### src/rtl/instr_fetch_unit.sv
// Instruction fetch unit: issues in-order word fetches to instruction memory, tags each
// response with its request address and buffers {pc, instruction} pairs in a small FIFO for
// the processor. Branch/jump redirects flush the FIFO and drain any responses still in flight.
module instr_fetch_unit #(
    parameter int unsigned DEPTH    = 4,
    parameter logic [31:0] RESET_PC = 32'h0000_0000
) (
    input  logic        clk,
    input  logic        reset,
    output logic        imem_req,
    output logic [31:0] imem_addr,
    input  logic        imem_gnt,
    input  logic        imem_rvalid,
    input  logic [31:0] imem_rdata,
    output logic [31:0] instruction,
    output logic [31:0] instr_pc,
    output logic        instr_valid,
    input  logic        instr_ready,
    input  logic        redirect,
    input  logic [31:0] redirect_pc,
    output logic        busy
);

    // Counters must hold the value DEPTH itself; pointers only index 0..DEPTH-1.
    localparam int unsigned CW = $clog2(DEPTH + 1);
    localparam int unsigned PW = (DEPTH > 1) ? $clog2(DEPTH) : 1;
    localparam logic [CW-1:0] DEPTH_C  = CW'(DEPTH);
    localparam logic [PW-1:0] LAST_PTR = PW'(DEPTH - 1);

    typedef enum logic {
        StRun,
        StDrain
    } state_e;

    state_e state_q;

    logic [31:0]   pc_q;
    logic [CW-1:0] outstanding_q;
    logic [CW-1:0] outstanding_d;
    logic [CW-1:0] fifo_count_q;
    logic [CW-1:0] fifo_count_d;

    // Instruction FIFO (data + tag) and the per-request address queue.
    logic [31:0]   fifo_instr_mem [DEPTH];
    logic [31:0]   fifo_pc_mem    [DEPTH];
    logic [31:0]   tag_mem        [DEPTH];
    logic [PW-1:0] fifo_rd_q;
    logic [PW-1:0] fifo_wr_q;
    logic [PW-1:0] tag_rd_q;
    logic [PW-1:0] tag_wr_q;

    logic [CW:0]   inflight;
    logic          req_fire;
    logic          rsp_fire;
    logic          push;
    logic          pop;
    logic [31:0]   redirect_target;

    // Low address bits of a redirect target are deliberately ignored.
    logic          unused_redirect_lsb;
    assign unused_redirect_lsb = ^redirect_pc[1:0];

    function automatic logic [PW-1:0] next_ptr(input logic [PW-1:0] ptr);
        return (ptr == LAST_PTR) ? '0 : ptr + PW'(1);
    endfunction

    assign redirect_target = {redirect_pc[31:2], 2'b00};

    // Every buffered or in-flight word owns one FIFO slot, so the FIFO can never overflow.
    assign inflight = {1'b0, fifo_count_q} + {1'b0, outstanding_q};
    assign imem_req = (state_q == StRun) && !redirect && (inflight < {1'b0, DEPTH_C});
    assign imem_addr = pc_q;

    assign req_fire = imem_req && imem_gnt;
    // A response with nothing outstanding is a protocol error and is ignored outright.
    assign rsp_fire = imem_rvalid && (outstanding_q != '0);
    // Responses are kept only in RUN and only when no redirect flushes the FIFO this cycle.
    assign push     = rsp_fire && (state_q == StRun) && !redirect;
    assign pop      = instr_valid && instr_ready;

    assign instr_valid = (fifo_count_q != '0);
    assign instruction = instr_valid ? fifo_instr_mem[fifo_rd_q] : '0;
    assign instr_pc    = instr_valid ? fifo_pc_mem[fifo_rd_q] : '0;
    assign busy        = (outstanding_q != '0) || (state_q == StDrain);

    // Outstanding count after this cycle's grant and response accounting.
    always_comb begin
        outstanding_d = outstanding_q;
        if (req_fire && !rsp_fire) begin
            outstanding_d = outstanding_q + CW'(1);
        end else if (!req_fire && rsp_fire) begin
            outstanding_d = outstanding_q - CW'(1);
        end
    end

    // FIFO occupancy; a redirect empties it regardless of push/pop.
    always_comb begin
        fifo_count_d = fifo_count_q;
        if (redirect) begin
            fifo_count_d = '0;
        end else if (push && !pop) begin
            fifo_count_d = fifo_count_q + CW'(1);
        end else if (!push && pop) begin
            fifo_count_d = fifo_count_q - CW'(1);
        end
    end

    // Control state: fetch FSM, pc, counters and queue pointers.
    always_ff @(posedge clk or posedge reset) begin
        if (reset) begin
            state_q       <= StRun;
            pc_q          <= RESET_PC;
            outstanding_q <= '0;
            fifo_count_q  <= '0;
            fifo_rd_q     <= '0;
            fifo_wr_q     <= '0;
            tag_rd_q      <= '0;
            tag_wr_q      <= '0;
        end else begin
            outstanding_q <= outstanding_d;
            fifo_count_q  <= fifo_count_d;

            if (redirect) begin
                pc_q <= redirect_target;
            end else if (req_fire) begin
                pc_q <= pc_q + 32'd4;
            end

            // The tag queue tracks every in-flight request, including ones being drained.
            if (req_fire) begin
                tag_wr_q <= next_ptr(tag_wr_q);
            end
            if (rsp_fire) begin
                tag_rd_q <= next_ptr(tag_rd_q);
            end

            if (redirect) begin
                fifo_rd_q <= '0;
                fifo_wr_q <= '0;
            end else begin
                if (push) begin
                    fifo_wr_q <= next_ptr(fifo_wr_q);
                end
                if (pop) begin
                    fifo_rd_q <= next_ptr(fifo_rd_q);
                end
            end

            case (state_q)
                StRun: begin
                    if (redirect && (outstanding_d != '0)) begin
                        state_q <= StDrain;
                    end
                end
                StDrain: begin
                    if (outstanding_d == '0) begin
                        state_q <= StRun;
                    end
                end
                default: state_q <= StRun;
            endcase
        end
    end

    // Storage arrays carry no reset; validity is tracked by the counters and pointers.
    always_ff @(posedge clk) begin
        if (req_fire) begin
            tag_mem[tag_wr_q] <= pc_q;
        end
        if (push) begin
            fifo_instr_mem[fifo_wr_q] <= imem_rdata;
            fifo_pc_mem[fifo_wr_q]    <= tag_mem[tag_rd_q];
        end
    end

    a_outstanding_bound : assert property (
        @(posedge clk) disable iff (reset) outstanding_q <= DEPTH_C
    );
    a_fifo_count_bound : assert property (
        @(posedge clk) disable iff (reset) fifo_count_q <= DEPTH_C
    );

endmodule

### config.mk
export PLATFORM = sky130hd
export DESIGN_NAME = instr_fetch_unit
export DESIGN_NICKNAME = d
export VERILOG_FILES = /design/src/rtl/instr_fetch_unit.sv
export SDC_FILE = /design/constraint.sdc
export NUM_CORES = 1
export LEC_CHECK = 0
export ABC_AREA = 1
export CAP_MARGIN = 20
export CORE_AREA = 2 2 311 190
export CTS_BUF_LIST = sky130_fd_sc_hd__clkbuf_4
export DETAILED_ROUTE_END_ITERATION = 8
export DIE_AREA = 0 0 313 192
export GPL_TIMING_DRIVEN = 0
export PLACE_DENSITY_LB_ADDON = 0.12
export REMOVE_ABC_BUFFERS = 1
export SYNTH_ARGS = -nofsm -noshare
export SYNTH_HDL_FRONTEND = slang
export SYNTH_SLANG_ARGS = --single-unit
### constraint.sdc
create_clock -name clk -period 4.5 [get_ports clk]
set_input_delay 1.35 -clock clk [delete_from_list [all_inputs] [get_ports clk]]
set_output_delay 1.35 -clock clk [all_outputs]
set_load 0.05 [all_outputs]
==> After elaboration in Yosys (flattened, before gate mapping) <==
Memory sizes are Yosys's and may differ from the RTL's.
Cells that the tools add are included.
{ "classes": {"addsub": 10, "n_lt_le_gt_ge": 1, "eq_ne": 4, "muxes": 24, "n_bitwise": 1, "reduce_logical": 26} }
{ "op_table": {"columns": ["operator", "n"], "rows": [
  ["$mux W32", 4],
  ["$add A32 B3 Y32 const B", 1],
  ["$mux W2", 8],
  ["$mux W3", 5],
  ["$logic_and A1 B1 Y1", 12],
  ["$reduce_bool A3 Y1", 4],
  ["$add A2 B1 Y2 const B", 4],
  ["$eq A2 B2 Y1 const B", 4],
  ["$add A3 B1 Y3 const B", 2],
  ["$mux W1", 6],
  ["$reduce_bool A2 Y1", 3],
  ["$sub A3 B1 Y3 const B", 2],
  ["$logic_not A1 Y1", 5],
  ["$add A3 B3 Y4", 1],
  ["$lt A4 B3 Y1 const B", 1],
  ["$logic_not A3 Y1", 1],
  ["$pmux W1 S2", 1],
  ["$logic_or A1 B1 Y1", 1],
  ["$not A1 Y1", 1]
]} }
{ "totals": {"ff_bits": 47, "mem_bits_rw": 384, "inputBits": 70, "word_cells": 77, "memories": 3} }
{ "mem_list": {"columns": ["name", "depth", "width", "rd", "rd_ports_with_merged_regs", "write_ports", "line_no", "source"], "rows": [
  ["fifo_instr_mem", 4, 32, 1, 0, 1, "44", "logic [31:0] fifo_instr_mem [DEPTH];"],
  ["fifo_pc_mem", 4, 32, 1, 0, 1, "45", "logic [31:0] fifo_pc_mem [DEPTH];"],
  ["tag_mem", 4, 32, 1, 0, 1, "46", "logic [31:0] tag_mem [DEPTH];"]
]} }

==> Depth between registers and ports, before layout <==
{ "depth": {"ltp_word": 12, "mapped_depth": 14, "ltp_nobuf": 14} }

==> Worst setup path before layout <==
No wires, ideal clock.
{ "synth_path": {"path_type": "input port to flip-flop", "start": "in imem_rvalid", "end": "mem fifo_instr_mem[0][0] (enable)", "setup_time_ps": 482, "t_arrival_ps": 4495, "slack_ps": -476, "path_stages": 6, "cell_sequence": "nand2_1 -> inv_1 -> nand2_1 -> nor2_4 -> inv_1 -> nor2_1"} }
{ "synth_via": {"elab_chain_len": 5} }
{ "synth_rtl": {"columns": ["item", "line_no", "source"], "rows": [
  ["start, declared", "13", "input logic imem_rvalid,"],
  ["$logic_and A1 B1 Y1", "76", "assign rsp_fire = imem_rvalid && (outstanding_q != '0);"],
  ["$logic_and A1 B1 Y1 (2 in series)", "78", "assign push = rsp_fire && (state_q == StRun) && !redirect;"],
  ["$mux W1", "170", "if (push) begin"],
  ["$mux W1 (implied by the code)", "171", "fifo_instr_mem[fifo_wr_q] <= imem_rdata;"],
  ["end, declared", "44", null]
]} }
No other way between the ends.

==> Worst setup path after layout <==
{ "layout_path": {"start": "in redirect", "end": "out imem_req"} }
{ "layout_via": {"elab_chain_len": 3} }
{ "layout_rtl": {"columns": ["item", "line_no", "source"], "rows": [
  ["start, declared", "19", "input logic redirect,"],
  ["$logic_not A1 Y1", "71", "assign imem_req = (state_q == StRun) && !redirect && (inflight < {1'b0, DEPTH_C});"],
  ["$logic_and A1 B1 Y1 (2 in series)", "71", null],
  ["end, declared", "10", "output logic imem_req,"]
]} }
No other way between the ends.

==> impl_metrics.ini <==
[sta]
tightest_slew_ns = 0.890
rsz0062_at_grt = false
fmax_mhz = 236
setup_viol = 0
hold_violations = 0
fin_crit_ns = 4.24
slew_headroom_pct = 40.6
drv_slew = 0
finalCritPeriodShare_pct = 94.2
worst_hold_slack_ns = 0.556
clock_skew_ns = 0.0539

[synthesis]
yosysTopAreaCellShare_pct = 64.9
synth_top_family_by_area = simple AND/OR/NAND/NOR gates
synth-main-ff-cell = edfxtp_1
syn_inst = 1450
synth.avg_cell_area_um2 = 11.7
ys_ff_latch = 413
ys_seq_area_share_pct = 71.5
synthTopCellsByCount = 368 x edfxtp_1, 347 x nor2_1, 201 x o21ai_0
yosysTopAreaCell = edfxtp_1
yosys.area_share.simple_pct = 13.1
synthAdderAreaFrac_pct = 1.29
ys_warn_count = 0
ys_types = 41
synth_xor_xnor_area_share_pct = 0.926
synth_area_leaders = edfxtp_1 65%, nor2_1 7.6%, dfrtp_1 6.6%, o21ai_0 5.9%, nand2_1 2.8%
synthMuxAreaShare_pct = 0
synth_edf_count = 368
synth_compound_area_share_pct = 9.87
syn_area_um2 = 17000
synth_most_common_cell = edfxtp_1
synthArstFlopShare_pct = 10.9

[route]
vias = 11600
antenna_left = 0
wl_per_cell_um = 19.4
routed_wl_um = 48900
drtPass1Iterations = 5
drt-vias-per-instance = 4.61
drt_iter0_markers = 669
drc = 0

[die]
die_y_um = 192
die_w_um = 313
io_pins = 169
die-area_um2 = 60100
coreArea_um2 = 57100
initial_core_util_pct = 29.8
num_rows = 68

[hold_path]
hp-class = reg -> reg

[critical_path]
r2r_slack_ns = 1.51
crit_path_top_delay_cell = dlygate4sd2_1
crit_chain = dlygate4sd2_1 -> buf_8 -> nor2_2 -> nand2_1 -> nor2_4 -> clkbuf_2
critical_path_class = in -> out
critPathBufInv = 3
cp.required_ns = 3.15
end_kind = output pin
slowest_delay_ns = 0.50
cp.arrival_ns = 2.89
critPathLaunchType = primary input
critical_path.top_delay_family = buffers and inverters
crit_fanout = 23

[final_layout]
drive_gt1_share_pct = 15.7
seq_area_um2 = 12200
num-fill-cells = 5562
multi_input_area_um2 = 4370
syn_to_final_growth_pct = 25.7
fin_nets = 1764
finalInstanceArea_um2 = 21400

[placement]
globalplace.congestion = 0.795
placed_area_um2 = 20000
port_buffers = 162
dp_hpwl_um = 29300

[clocking]
cts_root_buffer = clkbuf_4
clock-sinks = 413
cts_buffers = 103
cts.clk_slew.worst_paths_ns = 0.07
worstSkewPairLatency_ns = 0.80
clk_path_buf_depth = 3
cts_tree = done
hold_buffers = 0
htree_levels = 3

[power]
p_total_mw = 13.1
p_leak_nw = 7.57
ir_worst_vdd_v = 0.000238
p_per_area_nw_per_um2 = 611

[outcome]
status = finished clean

[global_route]
first_global_vias = 11600
grt_pass1_wl_um = 73900
grt_max_degree = 62
gr-usage-all-layers_pct = 16.5
antenna_found_initial = 1
grt-ovfl-total = 0

[job]
drv_cap = 0
-- sequential cells by signal, summed over array words and instances (netlist names) --
name / count
state_q: 1
outstanding_q: 3
fifo_count_q: 3
imem_addr: 30
fifo_pc_mem: 120
fifo_instr_mem: 128
tag_wr_q: 2
tag_rd_q: 2
tag_mem: 120
fifo_wr_q: 2
fifo_rd_q: 2
-- through the flow --
| step | worst slack (ns) | TNS, ns | std cells | utilization [%] |
|---|---|---|---|---|
| 2_1_floorplan | -0.931 | -175.90 | 1373 | - |
| 3_5_place_dp | -0.691 | -3.06 | 2333 | 35.1 |
| 6_report | 0.260 | 0 | 2518 | 37.5 |
| 3_3_place_gp | -5.95 | -1829.20 | 2305 | 33.8 |
| 5_1_grt | 0.0276 | 0 | 2518 | 37.5 |
| 4_1_cts | 0.00684 | 0 | 2515 | 37.5 |
-- kinds of logic (layout without fill, tap and decap cells) --
logic type                 Yosys count  in the layout
buffers and inverters              136            430
and+or+nand+nor                    547            547
adders and majority gates           17             17
DFF                                413            413
AOI/OAI and AO/OA                  318            318
xor gates and xnor gates            18             18
other                                1              5
-- cells in the final DEF, fill, tap and decap left out, types with 9 or more instances in the layout --
cell             instances
nor2_1                 339
nand3_1                 37
edfxtp_1               368
buf_16                  16
xor2_1                  14
o21ai_0                201
ha_1                    16
clkbuf_4               151
dlygate4sd2_1           17
nor2_4                  12
o211ai_1                 9
clkdlybuf4s50_1         98
dfrtp_1                 42
clkinv_1                18
nand2_1                129
clkdlybuf4s15_2         25
buf_12                  12
o22ai_1                 31
a21oi_1                 67
nand4_1                 11
inv_1                   49
-- layer usage --
metal / track usage, % / routed length [um] / vias to the layer above
met1: 23.5 / 24200 / 5664
met2: 25.1 / 21400 / 258
li1: - / - / 5622
met4: 4.51 / 738 / 0
met5: 0 / 0 / -
met3: 3.96 / 2470 / 63
-- worst paths after layout --
path / start / end / depth (start not counted)
setup / recovery: redirect / imem_req / 6
hold / removal: state_q / state_q / 2
hold reg to reg: state_q / state_q / 2
max in group asynchronous: reset / fifo_rd_q[1] / 3
setup reg to reg: outstanding_q[0] / fifo_pc_mem[0][13] / 11
min in group asynchronous: reset / imem_addr[8] / 2
-- worst min-delay path, stage by stage, from the launching register on --
cell and delay (ns):
dfrtp_1 0.37, nor2_2 0.05, a21oi_1 0.10
-- report_power, final --
| part | internal [mW] | switching [mW] |
|---|---|---|
| combinational | 1.46 | 3.50 |
| clock | 1.64 | 1.53 |
| sequential | 4.66 | 0.299 |
| total | 7.76 | 5.32 |
-- final cells by class --
cell class / count / share of cell area, %
Multi-Input combinational cell: 904 / 20.4
Timing Repair Buffer: 198 / 11.0
Inverter: 56 / 1.09
Antenna cell: 1 / 0.0117
Clock inverter: 24 / 0.713
Clock buffer: 151 / 5.29
Timing Repair inverter: 1 / 0.0409
Sequential cell: 413 / 56.9
Tap cell: 770 / 4.50
-- what timing repair did --
item                                    in CTS  in global routing
resized for setup                          165                 22
setup buffers                                4                  2
endpoints found under the setup margin      63                 26
cloned                                       3                  0
No activity file was read; power rests on OpenSTA's default activity.
